[config.mk]
export PLATFORM = sky130hd
export DESIGN_NAME = uart_rx_fifo
export DESIGN_NICKNAME = d
export VERILOG_FILES = /design/src/rtl/uart_pkg.sv /design/src/rtl/sync_fifo.sv /design/src/rtl/uart_rx_fifo.sv
export SDC_FILE = /design/constraint.sdc
export NUM_CORES = 1
export LEC_CHECK = 0
export ABC_AREA = 1
export BUFFER_PORTS_ARGS = -buffer_cell sky130_fd_sc_hd__buf_2
export CAP_MARGIN = 30
export CELL_PAD_IN_SITES_DETAIL_PLACEMENT = 1
export CELL_PAD_IN_SITES_GLOBAL_PLACEMENT = 2
export CORE_UTILIZATION = 37
export DETAILED_ROUTE_END_ITERATION = 7
export GPL_ROUTABILITY_DRIVEN = 0
export HOLD_SLACK_MARGIN = 0.1
export PLACE_DENSITY_LB_ADDON = 0.1
export SYNTH_ARGS = -nofsm -noshare
export SYNTH_HDL_FRONTEND = slang
export SYNTH_SLANG_ARGS = --single-unit
[constraint.sdc]
create_clock -name clk -period 2 [get_ports clk]
set_clock_uncertainty 0.1 [all_clocks]
set_input_delay 0.5 -clock clk [delete_from_list [all_inputs] [get_ports clk]]
set_output_delay 0.5 -clock clk [all_outputs]
set_load 0.01 [all_outputs]
[src/rtl/uart_pkg.sv]
// Shared types and constants for the UART receiver with integrated receive FIFO.
package uart_pkg;

    typedef enum logic [2:0] {
        IDLE,
        START,
        DATA,
        PARITY,
        STOP,
        PUSH
    } rx_state_t;

    localparam int unsigned PAR_NONE = 0;
    localparam int unsigned PAR_EVEN = 1;
    localparam int unsigned PAR_ODD  = 2;

endpackage

[src/rtl/sync_fifo.sv]
// Single-clock first-word-fall-through FIFO; head is shown combinationally from storage.
module sync_fifo #(
    parameter int unsigned WIDTH = 8,
    parameter int unsigned DEPTH = 8
) (
    input  logic                     clk,
    input  logic                     nRst,
    input  logic                     wr_en,
    input  logic [WIDTH-1:0]         wr_data,
    input  logic                     rd_en,
    output logic [WIDTH-1:0]         rd_data,
    output logic                     empty,
    output logic                     full,
    output logic [$clog2(DEPTH):0]   count
);

    localparam int unsigned AW = $clog2(DEPTH);
    localparam int unsigned CW = AW + 1;

    logic [WIDTH-1:0] mem_q [DEPTH];
    logic [AW-1:0]    wr_ptr_q;
    logic [AW-1:0]    rd_ptr_q;
    logic [CW-1:0]    count_d;
    logic             do_wr;
    logic             do_rd;

    // A write into a full FIFO is allowed only when a pop frees the slot in the same cycle.
    always_comb begin
        do_rd   = rd_en && !empty;
        do_wr   = wr_en && (!full || do_rd);
        count_d = count;
        if (do_wr && !do_rd) begin
            count_d = count + CW'(1);
        end else if (!do_wr && do_rd) begin
            count_d = count - CW'(1);
        end
    end

    always_ff @(posedge clk or negedge nRst) begin
        if (!nRst) begin
            for (int i = 0; i < int'(DEPTH); i++) begin
                mem_q[i] <= '0;
            end
            wr_ptr_q <= '0;
            rd_ptr_q <= '0;
            count    <= '0;
            empty    <= 1'b1;
            full     <= 1'b0;
        end else begin
            if (do_wr) begin
                mem_q[wr_ptr_q] <= wr_data;
                wr_ptr_q        <= wr_ptr_q + AW'(1);
            end
            if (do_rd) begin
                rd_ptr_q <= rd_ptr_q + AW'(1);
            end
            count <= count_d;
            empty <= (count_d == '0);
            full  <= (count_d == CW'(DEPTH));
        end
    end

    assign rd_data = mem_q[rd_ptr_q];

endmodule

[src/rtl/uart_rx_fifo.sv]
// UART receiver (synchroniser, bit timer, frame FSM, error flags) feeding a FWFT receive FIFO.
// Define UART_RX_ERR_COUNT_EN to build the saturating err_cnt counter; otherwise err_cnt is 0.
module uart_rx_fifo #(
    parameter int unsigned CLKS_PER_BIT = 100,
    parameter int unsigned DATA_W       = 8,
    parameter int unsigned PARITY       = 0,
    parameter int unsigned DEPTH        = 8
) (
    input  logic                     clk,
    input  logic                     nRst,
    input  logic                     rx_serial,
    input  logic                     rd_en,
    input  logic                     clr_err,
    output logic [DATA_W-1:0]        rd_data,
    output logic                     empty,
    output logic                     full,
    output logic [$clog2(DEPTH):0]   count,
    output logic                     frame_err,
    output logic                     parity_err,
    output logic                     overflow,
    output logic                     err_led,
    output logic [7:0]               err_cnt
);

    import uart_pkg::*;

    localparam int unsigned TW = $clog2(CLKS_PER_BIT);
    localparam int unsigned BW = $clog2(DATA_W);
    localparam logic [TW-1:0] T_HALF   = TW'(CLKS_PER_BIT / 2 - 1);
    localparam logic [TW-1:0] T_LAST   = TW'(CLKS_PER_BIT - 1);
    localparam logic [BW-1:0] BIT_LAST = BW'(DATA_W - 1);

    logic [1:0]        sync_q;
    logic              rx_s;
    rx_state_t         state_q, state_d;
    logic [TW-1:0]     timer_q, timer_d;
    logic [BW-1:0]     bit_q, bit_d;
    logic [DATA_W-1:0] shift_q, shift_d;
    logic              par_bad_q, par_bad_d;
    logic              par_x;
    logic              frame_ev, parity_ev, ovf_ev, any_ev;
    logic              push_c;

    assign rx_s = sync_q[1];

    always_ff @(posedge clk or negedge nRst) begin
        if (!nRst) begin
            sync_q <= 2'b11;
        end else begin
            sync_q <= {sync_q[0], rx_serial};
        end
    end

    always_ff @(posedge clk or negedge nRst) begin
        if (!nRst) begin
            state_q   <= IDLE;
            timer_q   <= '0;
            bit_q     <= '0;
            shift_q   <= '0;
            par_bad_q <= 1'b0;
        end else begin
            state_q   <= state_d;
            timer_q   <= timer_d;
            bit_q     <= bit_d;
            shift_q   <= shift_d;
            par_bad_q <= par_bad_d;
        end
    end

    // Frame FSM: after the half-bit start check, every sample lands mid-bit.
    always_comb begin
        state_d   = state_q;
        timer_d   = timer_q + TW'(1);
        bit_d     = bit_q;
        shift_d   = shift_q;
        par_bad_d = par_bad_q;
        frame_ev  = 1'b0;
        parity_ev = 1'b0;
        ovf_ev    = 1'b0;
        push_c    = 1'b0;
        par_x     = (^shift_q) ^ rx_s;
        case (state_q)
            IDLE: begin
                timer_d   = '0;
                bit_d     = '0;
                par_bad_d = 1'b0;
                if (!rx_s) begin
                    state_d = START;
                end
            end
            START: begin
                if (timer_q == T_HALF) begin
                    timer_d = '0;
                    state_d = rx_s ? IDLE : DATA;
                end
            end
            DATA: begin
                if (timer_q == T_LAST) begin
                    timer_d = '0;
                    shift_d = {rx_s, shift_q[DATA_W-1:1]};
                    bit_d   = bit_q + BW'(1);
                    if (bit_q == BIT_LAST) begin
                        state_d = (PARITY == PAR_NONE) ? STOP : uart_pkg::PARITY;
                    end
                end
            end
            uart_pkg::PARITY: begin
                if (timer_q == T_LAST) begin
                    timer_d   = '0;
                    par_bad_d = (PARITY == PAR_ODD) ? ~par_x : par_x;
                    state_d   = STOP;
                end
            end
            STOP: begin
                if (timer_q == T_LAST) begin
                    timer_d = '0;
                    if (!rx_s) begin
                        frame_ev = 1'b1;
                        state_d  = IDLE;
                    end else if (par_bad_q) begin
                        parity_ev = 1'b1;
                        state_d   = IDLE;
                    end else begin
                        state_d = PUSH;
                    end
                end
            end
            PUSH: begin
                state_d = IDLE;
                if (!full || rd_en) begin
                    push_c = 1'b1;
                end else begin
                    ovf_ev = 1'b1;
                end
            end
            default: state_d = IDLE;
        endcase
    end

    assign any_ev = frame_ev | parity_ev | ovf_ev;

    // Set beats clear when both land in the same cycle.
    always_ff @(posedge clk or negedge nRst) begin
        if (!nRst) begin
            frame_err  <= 1'b0;
            parity_err <= 1'b0;
            overflow   <= 1'b0;
            err_led    <= 1'b0;
        end else begin
            frame_err  <= frame_ev;
            parity_err <= parity_ev;
            overflow   <= ovf_ev;
            err_led    <= any_ev | (err_led & ~clr_err);
        end
    end

`ifdef UART_RX_ERR_COUNT_EN
    always_ff @(posedge clk or negedge nRst) begin
        if (!nRst) begin
            err_cnt <= '0;
        end else if (clr_err) begin
            err_cnt <= '0;
        end else if (any_ev && (err_cnt != 8'hFF)) begin
            err_cnt <= err_cnt + 8'd1;
        end
    end
`else
    assign err_cnt = '0;
`endif

    sync_fifo #(
        .WIDTH (DATA_W),
        .DEPTH (DEPTH)
    ) u_fifo (
        .clk     (clk),
        .nRst    (nRst),
        .wr_en   (push_c),
        .wr_data (shift_q),
        .rd_en   (rd_en),
        .rd_data (rd_data),
        .empty   (empty),
        .full    (full),
        .count   (count)
    );

endmodule

# After elaboration in Yosys (flattened, before gate mapping)
# Cells that the tools add are included.
[totals] wordCells=112 out_inout_bits=26 register_bits=104
[classes] magnitude_cmp=3 add_sub_neg=6 mux=36 n_bitwise=8 eq_ne=15 reduce_logical=21
[op_table] cell="bitwise mux 64 bit" count=1
[op_table] cell="two-way mux 3 bit" count=9
[op_table] cell="binary-select mux 8 bit (select 3 bit)" count=1
[op_table] cell="demux 8 bit (select 3 bit)" count=1
[op_table] cell="two-way mux 8 bit" count=3
[op_table] cell="one-hot mux 7 bit (3 select lines)" count=1
[op_table] cell="one-hot mux 3 bit (5 select lines)" count=1
[op_table] cell="two-way mux 7 bit" count=2
[op_table] cell="two-way mux 1 bit" count=12
[op_table] cell="inequality test 2 bit (second input constant)" count=6
[op_table] cell="adder 3 x 1 -> 3 bit (second input constant)" count=3
[op_table] cell="equality test 3 bit (second input constant)" count=3
[op_table] cell=">= comparator 4 bit (second input constant)" count=2
[op_table] cell="two-way mux 4 bit" count=2
[op_table] cell="NOT 3 -> 4 bit" count=2
[op_table] cell="XOR reduction 8 bit" count=1
[op_table] cell="adder 7 x 1 -> 7 bit (second input constant)" count=1
[op_table] cell="equality test 7 x 6 -> 1 bit (second input constant)" count=1
[op_table] cell="equality test 7 bit (second input constant)" count=1
[op_table] cell="equality test 3 x 2 -> 1 bit (second input constant)" count=2
[op_table] cell="one-hot mux 3 bit (2 select lines)" count=1
[op_table] cell="AND reduction 2 bit" count=3
[op_table] cell="AND reduction 6 bit" count=1
[op_table] cell="logical AND 1 bit" count=5
[op_table] cell="other kinds (17)" count=24

# Logic depth before layout (Yosys ltp)
[depth] word_depth=10 depth_mapped=12 depth_no_buf=12

# Cells and area by module
# Synthesis repeated with hierarchy kept, for this count alone.
[unflattened] hier_cells=636 area_unflattened_um2=5233.8
[by_module_without_submodules] mod="sync_fifo" cells_each=432 area_per_inst_um2=3637.2 n_inst=1
[by_module_without_submodules] mod="uart_rx_fifo" cells_each=204 area_per_inst_um2=1596.5 n_inst=1

# Worst setup path after synthesis
# No wires, ideal clock.
[synth_timing] path_type="register to output" startpoint="register u_fifo.rd_ptr_q[0]" endpoint="output port rd_data[2]" required_ns=1.400 arrival_time_ns=1.264 stages_incl_launch_ff=7 path_slack_ns=0.136 cell_sequence="dfrtp_1 -> inv_1 -> buf_1 -> nor2_1 -> o32ai_1 -> nand2_1 -> nand2_1"
[synth_between] elab_chain_len=4
[synth_lines] item="start, declared" line="sync_fifo.sv:22" rtl="logic [AW-1:0] rd_ptr_q;"
[synth_lines] item="start signal, assigned" line="sync_fifo.sv:55" rtl="rd_ptr_q <= rd_ptr_q + AW'(1);"
[synth_lines] item="NOT 3 -> 4 bit (not written as such)" line="sync_fifo.sv:63" rtl="assign rd_data = mem_q[rd_ptr_q];"
[synth_lines] item="binary-select mux 8 bit (select 3 bit)" line="sync_fifo.sv:63"
[synth_lines] item="two-way mux 8 bit (not written as such) (2 in a row)" line="sync_fifo.sv:63"
[synth_lines] item="end, declared" line="uart_rx_fifo.sv:14" rtl="output logic [DATA_W-1:0] rd_data,"
# Every way passes these cells. The select of a mux whose other input is x is not followed.

# Final worst setup path
[layout_timing] startpoint="register u_fifo.rd_ptr_q[0]" endpoint="output port rd_data[5]"
# The elaborated chain is that of the path after synthesis.

==> impl_metrics.ini <==
[detailed_routing]
first_iter_violations = 189
antenna_left = 0
drt-pass1-iter-count = 4
vias = 4213
postRouteWirelength_um = 14020
avgViaCountPerCell = 5.015
wire_per_inst_um = 16.68
post-route-drc-count = 0

[floorplan]
row_count = 43
pin_count = 31
die_w_um = 121.4
floorplan.initialDensity_pct = 37.99
design.core.area_um2 = 13880
dieHeight_um = 121.4
fp.dieArea_um2 = 14740

[critical_path]
start_kind = register
critPathBufInv = 3
worstPathCellList = buf_6 > buf_12 > nor2_2 > o32ai_2 > nand2_1 > nand2_2 > buf_6
top_cell_by_count_worst_path = buf_6
critPathMaxStageDelay_ns = 0.41
arrival_ns = 1.69
crit_family = buffers and inverters
cpMaxStageDelayCell = dfrtp_1
required_time_at_the_worst_slack_endpoint_ns = 1.40
worstSetupEndpointType = output port
crit_fanout = 6
critical_path_class = reg2out

[layout]
layout_commonest_cell = nand2_1
final_area_um2 = 6314
final_layout_size_suffix_gt1_share_pct = 23.18
final_core_utilization_pct = 45.48
syn2layout_area_growth_pct = 19.72
antenna_cells = 0
numnets_final = 668
post_layout_nonfiller_instances = 840
final_cell_mix = nand2_1, dfrtp_1, nor2_1

[synth]
synth_area_per_cell_um2 = 8.520
synth.largest_area_cell = dfrtp_1
post-synth-top-area-fraction_pct = 47.92
synthesis.area_um2 = 5274
netlist_instances = 619
netlist_top_cells_area = dfrtp_1, nand2_1, nor2_1
yosys_register_bits = 104
synthDistinctLibCells = 34
ys_seq_area_share_pct = 49.42
yosys_warnings = 0

[placement]
portBuffers = 22
post-dp-hpwl_um = 9048
place_ws_ns = 0.05785
dpl_cell_area_um2 = 5592
placed_cells_incl_taps = 814

[global_routing]
grt_antenna_before_repair = 0
grt_use_total_pct = 20.63
global_route_wire_length_before_repair_um = 23050
global_route.overflow_total = 0
grt_pass1_vias = 4454
grt_max_degree = 71

[cts]
h-tree-depth = 3
clkSinkCount = 104
tritoncts = yes
clock_path_buffers = 2
cts_made_buffers = 9
cts_root_buf = clkbuf_16
clk_transition_reported_paths_ns = 0.07
clkLatencyLatePin_ns = 0.36

[sta]
setup_viol = 8
rsz_0062_raised_after_global_routing = yes
max_freq_ghz = 0.4365
period_share_pct = 114.5
fin_crit_ns = 2.291
final_critical_path_setup_slack_ns = -0.2909
timing.final.hold_violations = 0
slew_violations = 0
fin_tns_setup_ns = -2.059

[run_status]
run_status = finished with violations
violations = setup timing

[job]
maxCapViolations = 0

[pwr]
p_leak_nw = 3.042
ir_worst_vdd_v = 0.0004463
pwr_density_cell_nw_per_um2 = 1119

[worst_hold_path]
min_path_type = in2reg
-- through the flow --
step	hold slack (ns)	total power, mW
after floorplan	0.1044	3.538
after global placement	0.2464	4.225
after detailed placement	0.2469	4.285
after CTS	0.1334	6.726
after global routing	0.1333	7.480
final	0.1488	7.068
-- cell families after synthesis --
| kind of cell | after synthesis | share of synthesized area [%] |
|---|---|---|
| AND/OR/NAND/NOR | 294 | 24.89 |
| buffers and inverters | 82 | 7.853 |
| other | 1 | 0.07111 |
| AO/OA/AOI/OAI | 123 | 14.71 |
| flip-flops | 104 | 49.42 |
| adder cells (fa/ha/maj) | 8 | 1.898 |
| XOR/XNOR | 7 | 1.163 |
-- where the power goes --
group	switching, mW	internal, mW
clock network	0.777	1.11
registers	0.103	2.20
logic	1.60	1.28
-- worst register-to-register path, delay by kind of cell, from the launching register on --
| family | cells | cell delay [ns] |
|---|---|---|
| compound gates | 1 | 0.07 |
| simple gates | 6 | 0.95 |
| flops | 1 | 0.44 |
| buf+inv | 1 | 0.11 |
-- worst paths after layout --
check	depth (start not counted)	end	startpoint	slack, ns
max	7	rd_data[5]	u_fifo.rd_ptr_q[0]	-0.29
max reg2reg	8	u_fifo.mem_q[19]	state_q[1]	0.22
max in group asynchronous	3	shift_q[1]	nRst	0.81
min	1	sync_q[0]	rx_serial	0.15
min in group asynchronous	3	u_fifo.mem_q[60]	nRst	0.59
min reg2reg	0	sync_q[1]	sync_q[0]	0.26
-- cell type report --
| type | count | area, um2 |
|---|---|---|
| Sequential cell | 104 | 2606 |
| Clock buffer | 14 | 284.0 |
| Timing Repair Buffer | 52 | 500.5 |
| Inverter | 48 | 180.2 |
| Tap cell | 180 | 225.2 |
| Clock inverter | 2 | 35.03 |
| Multi-Input combinational cell | 440 | 2482 |
| Fill cell | 1647 | 7567 |
-- sequential cells by signal, indices dropped and copies added (netlist names), 2 cells and up --
register and cells:
u_fifo.wr_ptr_q 3, state_q 3, bit_q 3, shift_q 8
u_fifo.mem_q 64, sync_q 2, u_fifo.rd_ptr_q 3, u_fifo.count 4
timer_q 7
-- Yosys cell counts (all sizes together) --
cell,n
inv,47
clkbuf,8
nor2,74
xor2,6
nor3,3
o31ai,1
nand4,1
a21oi,5
nand3,24
o22ai,1
ha,8
a31oi,2
conb,1
nand3b,2
dfstp,3
buf,26
o21ai,96
o32ai,16
xnor2,1
a22o,2
clkinv,1
nand2,190
dfrtp,101
-- what timing repair did --
item,4_1_cts,5_1_grt
gates resized for setup,21,57
endpoints found under the setup margin,8,8
cloned,3,2
pin swaps,5,21
setup buffers,4,4
hold buffers,1,0
hold endpoints to repair,67,0
-- routing by layer --
metal / global-route usage (%) / part of all wire [%] / vias up
met1: 25.26 / 46 / 2078
met2: 36.47 / 50 / 59
met5: 0 / 0 / -
li1: - / - / 2068
met4: 4.244 / 0.66 / 0
met3: 5.075 / 3.0 / 8
Note: power is estimated with default switching activity, not from simulation.
